<file path="src/rtl/lfsr_encrypt_stage_pkg.sv">
// Shared constants, state type and LFSR helpers for the 6-bit LFSR encrypt stage.
package lfsr_encrypt_stage_pkg;

    localparam int unsigned MSG_LEN  = 64;
    localparam logic [7:0]  PT_BASE  = 8'd0;
    localparam logic [7:0]  CT_BASE  = 8'd64;
    localparam logic [7:0]  PRE_CHAR = 8'h5F;
    localparam logic [3:0]  PRE_MIN  = 4'd7;
    localparam logic [3:0]  PRE_MAX  = 4'd12;
    localparam logic [2:0]  TAP_MAX  = 3'd5;

    localparam logic [5:0] TAPS [6] = '{6'h21, 6'h2D, 6'h30, 6'h33, 6'h36, 6'h39};

    typedef enum logic [1:0] {IDLE, LOAD, ENC, DONE} enc_state_t;

    function automatic logic [5:0] lfsr_next(input logic [5:0] state, input logic [5:0] taps);
        return {state[4:0], ^(state & taps)};
    endfunction

    // Out-of-range selects return 0; they are rejected before ever reaching ENC.
    function automatic logic [5:0] tap_mask(input logic [2:0] sel);
        logic [5:0] m;
        m = 6'h00;
        for (int i = 0; i < 6; i++) begin
            if (sel == 3'(i)) m = TAPS[i];
        end
        return m;
    endfunction

    function automatic logic [3:0] clamp_pre(input logic [3:0] len);
        if (len < PRE_MIN) return PRE_MIN;
        if (len > PRE_MAX) return PRE_MAX;
        return len;
    endfunction

endpackage

</file>
<file path="src/rtl/lfsr_encrypt_stage_if.sv">
// Run control and dat_mem port bundle between the host/memory side and the encrypter.
interface lfsr_encrypt_stage_if;

    logic       start;
    logic [2:0] tap_sel;
    logic [5:0] seed;
    logic [3:0] pre_len;
    logic [7:0] rd_data;
    logic [7:0] raddr;
    logic [7:0] waddr;
    logic       wr_en;
    logic [7:0] wr_data;
    logic       busy;
    logic       done;
    logic       err;

    modport master (
        output start, tap_sel, seed, pre_len, rd_data,
        input  raddr, waddr, wr_en, wr_data, busy, done, err
    );

    modport slave (
        input  start, tap_sel, seed, pre_len, rd_data,
        output raddr, waddr, wr_en, wr_data, busy, done, err
    );

endinterface

</file>
<file path="src/rtl/lfsr_encrypt_stage_lfsr6.sv">
// 6-bit Fibonacci LFSR: loads start on init, shifts left with tap parity on en.
module lfsr6
    import lfsr_encrypt_stage_pkg::*;
(
    input  logic       clk,
    input  logic       en,
    input  logic       init,
    input  logic [5:0] taps,
    input  logic [5:0] start,
    output logic [5:0] state
);

    always_ff @(posedge clk) begin
        if (init) begin
            state <= start;
        end else if (en) begin
            state <= lfsr_next(state, taps);
        end
    end

endmodule

</file>
<file path="src/rtl/lfsr_encrypt_stage.sv">
// Encrypter: preamble + plaintext low 6 bits XOR LFSR stream, written to dat_mem[64..127].
module lfsr_encrypt_stage
    import lfsr_encrypt_stage_pkg::*;
(
    input  logic                 clk_i,
    input  logic                 init_i,
    lfsr_encrypt_stage_if.slave  bus
);

    enc_state_t state_q, state_d;
    logic [6:0] k_q, k_d;
    logic [2:0] tap_q, tap_d;
    logic [5:0] seed_q, seed_d;
    logic [3:0] pre_q, pre_d;
    logic       err_q, err_d;

    logic       in_enc;
    logic       in_pre;
    logic [5:0] lfsr_s;
    logic [7:0] plain;
    logic [7:0] pt_off;

    always_ff @(posedge clk_i) begin
        if (init_i) begin
            state_q <= IDLE;
            k_q     <= '0;
            tap_q   <= '0;
            seed_q  <= '0;
            pre_q   <= PRE_MIN;
            err_q   <= 1'b0;
        end else begin
            state_q <= state_d;
            k_q     <= k_d;
            tap_q   <= tap_d;
            seed_q  <= seed_d;
            pre_q   <= pre_d;
            err_q   <= err_d;
        end
    end

    always_comb begin
        state_d = state_q;
        k_d     = k_q;
        tap_d   = tap_q;
        seed_d  = seed_q;
        pre_d   = pre_q;
        err_d   = err_q;
        case (state_q)
            IDLE, DONE: begin
                if (bus.start) begin
                    tap_d  = bus.tap_sel;
                    seed_d = bus.seed;
                    pre_d  = clamp_pre(bus.pre_len);
                    // A rejected start also drops done by parking in IDLE.
                    if ((bus.tap_sel > TAP_MAX) || (bus.seed == 6'd0)) begin
                        err_d   = 1'b1;
                        state_d = IDLE;
                    end else begin
                        err_d   = 1'b0;
                        state_d = LOAD;
                    end
                end
            end
            LOAD: begin
                k_d     = '0;
                state_d = ENC;
            end
            ENC: begin
                k_d = k_q + 7'd1;
                if (k_q == 7'(MSG_LEN - 1)) state_d = DONE;
            end
            default: state_d = IDLE;
        endcase
    end

    assign in_enc = (state_q == ENC);
    assign in_pre = (k_q < {3'b000, pre_q});

    lfsr6 u_lfsr (
        .clk   (clk_i),
        .en    (in_enc && !init_i),
        .init  (state_q == LOAD),
        .taps  (tap_mask(tap_q)),
        .start (seed_q),
        .state (lfsr_s)
    );

    assign pt_off      = {1'b0, k_q} - {4'b0000, pre_q};
    assign plain       = in_pre ? PRE_CHAR : bus.rd_data;
    assign bus.raddr   = (in_enc && !in_pre) ? (PT_BASE + pt_off) : 8'd0;
    assign bus.waddr   = in_enc ? (CT_BASE + {1'b0, k_q}) : 8'd0;
    assign bus.wr_en   = in_enc && !init_i;
    assign bus.wr_data = in_enc ? {2'b00, plain[5:0] ^ lfsr_s} : 8'd0;
    assign bus.busy    = (state_q == LOAD) || (state_q == ENC);
    assign bus.done    = (state_q == DONE);
    assign bus.err     = err_q;

endmodule
</file>
<file path="src/flat_wrapper.sv">
// flat-port wrapper written by rule: the top's interface ports become plain ports
module lfsr_encrypt_stage_flat import lfsr_encrypt_stage_pkg::*;
  (clk_i, init_i, bus_start, bus_tap_sel, bus_seed, bus_pre_len, bus_rd_data, bus_raddr, bus_waddr, bus_wr_en, bus_wr_data, bus_busy, bus_done, bus_err);
  lfsr_encrypt_stage_if bus_i ();
  input  logic clk_i;
  input  logic init_i;
  input wire logic [$bits(bus_i.start)-1:0] bus_start;
  input wire logic [$bits(bus_i.tap_sel)-1:0] bus_tap_sel;
  input wire logic [$bits(bus_i.seed)-1:0] bus_seed;
  input wire logic [$bits(bus_i.pre_len)-1:0] bus_pre_len;
  input wire logic [$bits(bus_i.rd_data)-1:0] bus_rd_data;
  output wire logic [$bits(bus_i.raddr)-1:0] bus_raddr;
  output wire logic [$bits(bus_i.waddr)-1:0] bus_waddr;
  output wire logic [$bits(bus_i.wr_en)-1:0] bus_wr_en;
  output wire logic [$bits(bus_i.wr_data)-1:0] bus_wr_data;
  output wire logic [$bits(bus_i.busy)-1:0] bus_busy;
  output wire logic [$bits(bus_i.done)-1:0] bus_done;
  output wire logic [$bits(bus_i.err)-1:0] bus_err;
  assign bus_i.start = bus_start;
  assign bus_i.tap_sel = bus_tap_sel;
  assign bus_i.seed = bus_seed;
  assign bus_i.pre_len = bus_pre_len;
  assign bus_i.rd_data = bus_rd_data;
  assign bus_raddr = bus_i.raddr;
  assign bus_waddr = bus_i.waddr;
  assign bus_wr_en = bus_i.wr_en;
  assign bus_wr_data = bus_i.wr_data;
  assign bus_busy = bus_i.busy;
  assign bus_done = bus_i.done;
  assign bus_err = bus_i.err;
  lfsr_encrypt_stage u_core (.clk_i(clk_i), .init_i(init_i), .bus(bus_i));
endmodule
</file>
<file path="config.mk">
export PLATFORM = sky130hd
export DESIGN_NAME = lfsr_encrypt_stage_flat
export DESIGN_NICKNAME = d
export VERILOG_FILES = /design/src/rtl/lfsr_encrypt_stage_pkg.sv /design/src/rtl/lfsr_encrypt_stage_if.sv /design/src/rtl/lfsr_encrypt_stage_lfsr6.sv /design/src/rtl/lfsr_encrypt_stage.sv /design/src/flat_wrapper.sv
export SDC_FILE = /design/constraint.sdc
export NUM_CORES = 1
export LEC_CHECK = 0
export CORE_ASPECT_RATIO = 1.75
export CORE_MARGIN = 4
export CORE_UTILIZATION = 40
export DETAILED_ROUTE_END_ITERATION = 16
export PLACE_DENSITY_LB_ADDON = 0.15
export REMOVE_ABC_BUFFERS = 1
export SYNTH_ARGS = -nofsm -noshare
export SYNTH_HDL_FRONTEND = slang
export SYNTH_SLANG_ARGS = --single-unit
</file>
<file path="constraint.sdc">
create_clock -name clk_i -period 2.76 [get_ports clk_i]
set_clock_uncertainty 0.1 [all_clocks]
set_input_delay 0.552 -clock clk_i [delete_from_list [all_inputs] [get_ports clk_i]]
set_output_delay 0.552 -clock clk_i [all_outputs]
set_load 0.005 [all_outputs]
</file>
==> results of run 1 <==
cells in the mapped netlist (7+ instances only):
| library cell | count |
|---|---|
| nand2_1 | 34 |
| a21oi_1 | 23 |
| dfxtp_1 | 23 |
| nor2_1 | 14 |
| o21ai_0 | 13 |
| inv_1 | 11 |
| and2_1 | 8 |
| ha_1 | 8 |
| nand2b_1 | 8 |
| clkbuf_1 | 7 |
cells by family (layout without fill, tap and decap cells):
group / after synthesis / after routing
adders and majority gates: 9 / 9
buffers and inverters: 27 / 92
other: 1 / 2
DFF: 29 / 29
AOI/OAI and AO/OA: 53 / 53
muxes: 5 / 5
xor gates and xnor gates: 5 / 5
and+or+nand+nor: 106 / 106
layout by cell type (no fill, tap or decap), types with 5 or more instances in the layout:
cell type,Yosys,layout
and2_1,8,8
nand3_1,6,6
buf_4,4,18
clkdlybuf4s50_1,0,33
dfxtp_1,23,21
nand2_1,34,34
edfxtp_1,6,6
nand2b_1,8,8
buf_2,2,13
nor3_1,6,5
nor2_1,14,12
buf_6,2,7
and3_1,6,6
clkbuf_8,0,5
inv_1,11,9
a21oi_1,23,21
ha_1,8,7
o21ai_0,13,9
mux2_2,5,5
sequential cells by signal, summed over array words and instances (netlist names):
| signal | count |
|---|---|
| u_core.k_q | 7 |
| u_core.seed_q | 6 |
| u_core.bus.err | 1 |
| u_core.tap_q | 3 |
| u_core.state_q | 2 |
| u_core.pre_q | 4 |
| u_core.u_lfsr.state | 6 |
cell type report:
class / instances / area [µm²] / area share (%)
Clock inverter: 2 / 10.01 / 0.3835
Clock buffer: 6 / 72.57 / 2.780
Multi-Input combinational cell: 180 / 1157 / 44.34
Tap cell: 51 / 63.81 / 2.445
Inverter: 12 / 45.04 / 1.726
Timing Repair Buffer: 72 / 618.1 / 23.68
Sequential cell: 29 / 643.1 / 24.64
how the worst max path moves through the flow:
| stage | startpoint | to | cells past startpoint |
|---|---|---|---|
| 2_1_floorplan | u_core.k_q[0] | bus_wr_data[5] | 9 |
| 3_3_place_gp | u_core.k_q[0] | bus_wr_data[5] | 11 |
| 3_5_place_dp | u_core.k_q[0] | bus_wr_data[5] | 11 |
| 4_1_cts | u_core.k_q[0] | bus_wr_data[5] | 12 |
| 5_1_grt | u_core.k_q[0] | bus_wr_data[5] | 12 |
| 6_report | u_core.k_q[0] | bus_wr_data[5] | 12 |
critical path, stage by stage (launching register included):
cell and delay, ps:
dfxtp_2 320, inv_2 70, ha_4 130, inv_2 30
fa_2 340, a21o_1 210, a211oi_4 340, buf_6 170
buf_6 90, nor2b_2 30, xnor2_1 110, and2_1 150
buf_2 120
stage by stage:
step	instances	power (W)
6_report	352	0.001883
2_1_floorplan	221	0.001201
3_5_place_dp	335	0.001560
3_3_place_gp	335	0.001546
5_1_grt	352	0.002057
4_1_cts	352	0.001894
power breakdown:
| part | switching [W] | internal (W) | total [W] | leakage [nW] |
|---|---|---|---|---|
| clock | 0.000163 | 0.000174 | 0.000337 | 0.0450 |
| combinational | 0.000441 | 0.000426 | 0.000868 | 0.822 |
| sequential | 0.000107 | 0.000572 | 0.000679 | 0.245 |
layer usage:
layer  up-vias  routed length [µm]
li1        931                   -
met2        43                2852
met3         9                 242
met4         0                 108
met1       854                1795
met5         -                   0
timing repair:
item                                    CTS  global route
resized for setup                        77             7
pin swaps                                14            10
buffers inserted                          8             0
endpoints found under the setup margin   14            14
gates cloned                              1             0
==> run summary, run 1 <==
Vias per cell - 5.219
CTS tree - yes
Relative slew slack - 62.87%
Cell depth of the worst flop-to-flop path - 7
WP data arrival - 2380 ps
Yosys reg bits - 29
Die Span X - 59.71 µm
Mux contribution to synthesized area - 3.008%
GRT Util Overall - 18.62%
Post-detail-place hpwl - 3707 µm
Busiest grt layer - met2
Crit path kind - flip-flop to primary output
Startpoint types - flip-flop
Area of placed instances - 2441 µm²
Largest family of logic cells by synthesized area - simple AND/OR/NAND/NOR gates
Yosys warnings - 0
Core area - 4484 µm²
Post-route cell area - 2610 µm²
H-tree lvl count - 2
DR vias - 1837
Static Leak - 1.111 nW
Clk_lat worst skew - 280 ps
HP Start - u_core.seed_q[0]
Initial Utilization - 41.74%
Largest net degree at the start of global routing - 22
Endpoint, Worst Hold - u_core.seed_q[0]
Top cells by area, synth - dfxtp_1 25%, edfxtp_1 9.6%, nand2_1 6.8%
Slew Limit Fails - 0
Ports - 52
Worst VDD drop - 533.4 µV
Aggregate global routing overflow - 0
Routed wire length - 4999 µm
Synth Flop Type - dfxtp_1
Endpoint class of the critical path - primary output
Clock buffer depth - 2
Yosys cell types - 48
Worst setup margin - -276.5 ps
Critical path required time - 2110 ps
Post-synthesis simple-gate area fraction - 29.55%
Post-layout util - 58.20%
Post-synthesis cell area - 1872 µm²
Rows - 32
Total die area - 5881 µm²
Grt met3 use - 3.932%
RSZ-0062 raised after global routing - true
Placement Setup Slack - -353.9 ps
Syn_area_per_cell - 7.965 µm²
Min Tclk post-route - 3036 ps
Synthesized instance count - 235
Number of global-route vias before repair - 1907
Final setup viols - 13
Reg2Reg Launch Point - u_core.state_q[0]
Violated checks - negative setup slack
Synth area leader - dfxtp_1
Adder-Cell Fraction of Synth Area - 6.417%
Placer congestion estimate - 0.8081
CP max FO - 3
Complex-gate fraction of the synthesized area - 17.11%
Fmax - 0.3293 GHz
TritonCTS Buffers - 5
Root Buffer - clkbuf_8
Die Ht - 98.50 µm
Setup TNS - -2519 ps
Hold Crit Class - flip-flop to flip-flop
Maxcap violations - 0
Number of synthesized flops with an enable pin - 6
Avg WL per Cell - 14.20 µm
Fillers - 438
Met2 GRT Util - 34.42%
Post-CTS Hold Buffers - 0
Clock sinks - 29
Met1 Use GR - 18.89%
Final Hold Vio Count - 0
Initial antenna violation count - 0
First-pass GRT wire length - 8480 µm
Xor/xnor share of the synthesized area - 2.340%
Register-to-register setup slack - 750 ps
Worst Hold Depth - 2
Reg2reg end - u_core.k_q[2]
Worst-Margin Slew - 556.9 ps
Area grow syn2layout - 39.44%
Power per cell area - 721.6 nW/µm²
First drt pass iteration count - 4
Asr flop ratio synth - 0%
Worst-path clk slew - 60 ps
DR DRC count - 0
Post-synthesis sequential area ratio - 34.22%
Final hold slack - 349.7 ps
ANT nets after route - 0
PortBufs - 47
1st-iter DRT viols - 58
Final period util - 110.0%
Final net count - 333
Status - complete, but fails checks
Synth top area share - 24.60%
Antenna cells - 0
Layout cells sized above 1 - 24.58%
(Power assumes the default switching activity.)
==> run 2, diff against run 1 <==
--- a/config.mk
+++ b/config.mk
@@ -11,6 +11,7 @@
 export DETAILED_ROUTE_END_ITERATION = 16
 export PLACE_DENSITY_LB_ADDON = 0.15
 export REMOVE_ABC_BUFFERS = 1
+export SKIP_CTS_REPAIR_TIMING = 1
 export SYNTH_ARGS = -nofsm -noshare
 export SYNTH_HDL_FRONTEND = slang
 export SYNTH_SLANG_ARGS = --single-unit
==> run 2 against run 1 <==
Compared with the run above: global-route usage decreased by 0.77 points; the run still ends with negative setup slack left; wire length decreased by 2.0%; register-to-register slack about the same; critical path type unchanged; clock power about the same.
==> run summary, run 2 (synthesis results as in run 1) <==
Placed cell count - 335 (unchanged)
Critical path required time - 2110 ps (about the same)
Cell family with most CP delay - buffers and inverters (was compound AO/OA/AOI/OAI gates)
Power per cell area - 722.4 nW/µm² (was 721.6 nW/µm²)
Slowest cell on crit path - fa_2 (unchanged)
WP data arrival - 2460 ps (was 2380 ps)
Slew Limit Fails - 0 (unchanged)
Multi-input logic area - 1129 µm² (was 1157 µm²)
Layout cells sized above 1 - 21.93% (was 24.58%)
Clock sinks - 29 (unchanged)
Clock buffer depth - 2 (unchanged)
Aggregate global routing overflow - 0 (unchanged)
Die Span X - 59.71 µm (unchanged)
Core area - 4484 µm² (unchanged)
Fillers - 430 (was 438)
H-tree lvl count - 2 (unchanged)
Initial Utilization - 41.74% (unchanged)
Largest net degree at the start of global routing - 22 (unchanged)
Endpoint class of the critical path - primary output (unchanged)
Worst setup margin - -347.1 ps (was -276.5 ps)
Startpoint types - flip-flop (unchanged)
CP cell instances - inv_2, ha_4, inv_2, fa_2, a21o_1, a211oi_4, buf_6, buf_6, buf_6, buf_6, or3_1, and3_1, clkbuf_2 (was inv_2, ha_4, inv_2, fa_2, a21o_1, a211oi_4, buf_6, buf_6, nor2b_2, xnor2_1, and2_1, buf_2)
Initial antenna violation count - 0 (unchanged)
Top Registers - u_core.k_q: 7 flops, u_core.seed_q: 6 flops, u_core.u_lfsr.state: 6 flops (unchanged)
Vias per cell - 5.224 (was 5.219)
Final Hold Vio Count - 0 (unchanged)
Violated checks - negative setup slack (unchanged)
Area grow syn2layout - 38.37% (was 39.44%)
Reg area - 643.1 µm² (unchanged)
CP max FO - 4 (was 3)
RSZ-0062 raised after global routing - true (unchanged)
Antenna cells - 0 (unchanged)
Status - complete, but fails checks (unchanged)
Relative slew slack - 62.49% (was 62.87%)
Number of global-route vias before repair - 1836 (was 1907)
Final setup viols - 14 (was 13)
Routed wire length - 4897 µm (was 4999 µm)
Post-detail-place hpwl - 3707 µm (unchanged)
Min Tclk post-route - 3107 ps (was 3036 ps)
1st-iter DRT viols - 52 (was 58)
GRT Util Overall - 17.85% (was 18.62%)
Post-route cell area - 2590 µm² (was 2610 µm²)
Met1 Use GR - 17.83% (was 18.89%)
First-pass GRT wire length - 8155 µm (was 8480 µm)
Final net count - 333 (unchanged)
Most frequent cells in the layout - 34 x nand2_1, 34 x clkdlybuf4s50_1, 23 x a21oi_1 (was 34 x nand2_1, 33 x clkdlybuf4s50_1, 21 x a21oi_1, 21 x dfxtp_1, 18 x buf_4)
Rows - 32 (unchanged)
PortBufs - 47 (unchanged)
Clk_lat worst skew - 280 ps (about the same)
Worst-Margin Slew - 562.7 ps (was 556.9 ps)
Met2 GRT Util - 32.83% (was 34.42%)
CTS tree - yes (unchanged)
Finished Layout Cells - 352 (unchanged)
Busiest grt layer - met2 (unchanged)
Die Ht - 98.50 µm (unchanged)
ANT nets after route - 0 (unchanged)
Largest Register - u_core.k_q (unchanged)
Register-to-register setup slack - 750 ps (about the same)
TritonCTS Buffers - 5 (unchanged)
Final period util - 112.6% (was 110.0%)
Root Buffer - clkbuf_8 (unchanged)
Total die area - 5881 µm² (unchanged)
Worst-path clk slew - 60 ps (about the same)
Buffers & Inverters on Critical Path - 7 (was 5)
Avg WL per Cell - 13.91 µm (was 14.20 µm)
Crit-path most repeated cell - buf_6
Maxcap violations - 0 (unchanged)
Hold Crit Class - flip-flop to flip-flop (unchanged)
Fmax - 0.3218 GHz (was 0.3293 GHz)
DR DRC count - 0 (unchanged)
Grt met3 use - 4.194% (was 3.932%)
Worst VDD drop - 531.4 µV (was 533.4 µV)
Placer congestion estimate - 0.8081 (unchanged)
Crit path kind - flip-flop to primary output (unchanged)
Largest register FFs - 7 (unchanged)
DR vias - 1839 (was 1837)
Critical Path Max Stage Delay - 380 ps (was 340 ps)
First drt pass iteration count - 4 (unchanged)
Area of placed instances - 2441 µm² (unchanged)
Ports - 52 (unchanged)
Static Leak - 1.106 nW (was 1.111 nW)
run 2: cell types whose count changed in the layout (fill, tap and decap cells not counted), sizes merged:
| cell | before | now |
|---|---|---|
| buf | 38 | 27 |
| clkbuf | 6 | 16 |
| clkdlybuf4s50 | 33 | 34 |
| dlygate4sd2 | 1 | 0 |
| dlymetal6s2s | 0 | 1 |
run 2: worst reg2reg max path, stage by stage (launching register included):
cell and delay [ps]:
dfxtp_1 370, inv_1 70, ha_1 400, clkinv_1 90, buf_4 150, nand2_1 120, or3b_2 480, a21oi_1 150
run 2: report_power, final:
part	total (W)	leakage [nW]	switching, W	internal, W
sequential	0.000673	0.245	0.000101	0.000572
clock	0.000337	0.0450	0.000163	0.000174
combinational	0.000861	0.816	0.000438	0.000423
run 2: cell type report:
class / instances / area share, %
Multi-Input combinational cell: 180 / 43.57
Clock inverter: 2 / 0.3865
Sequential cell: 29 / 24.83
Clock buffer: 6 / 2.802
Tap cell: 51 / 2.464
Inverter: 12 / 1.739
Timing Repair Buffer: 72 / 24.20
run 2: final timing paths:
| check | startpoint | endpoint | depth (start not counted) |
|---|---|---|---|
| setup reg to reg | u_core.state_q[0] | u_core.k_q[2] | 7 |
| setup / recovery | u_core.k_q[0] | bus_wr_data[3] | 13 |
| hold reg to reg | u_core.seed_q[0] | u_core.seed_q[0] | 2 |
| hold / removal | u_core.seed_q[0] | u_core.seed_q[0] | 2 |
run 2: routing by layer:
metal  up-vias  share of wire, %
li1        932                 -
met3        11               5.7
met2        43                55
met5         -                 0
met1       853                36
met4         0               3.3
run 2: through the flow:
step | power, W | setup slack [ps] | hold WS (ps) | TNS [ps] | utilization (%)
finish | 0.001871 | -347.1 | 348.8 | -3306 | 57.76
global placement | 0.001546 | -312.0 | 340.9 | -2945 | 54.44
floorplan | 0.001201 | 206.1 | 325.2 | 0 | -
CTS | 0.001902 | -677.0 | 351.4 | -7673 | 56.28
global route | 0.002049 | -427.9 | 375.9 | -4488 | 57.76
detailed placement | 0.001560 | -353.9 | 343.2 | -3333 | 54.44
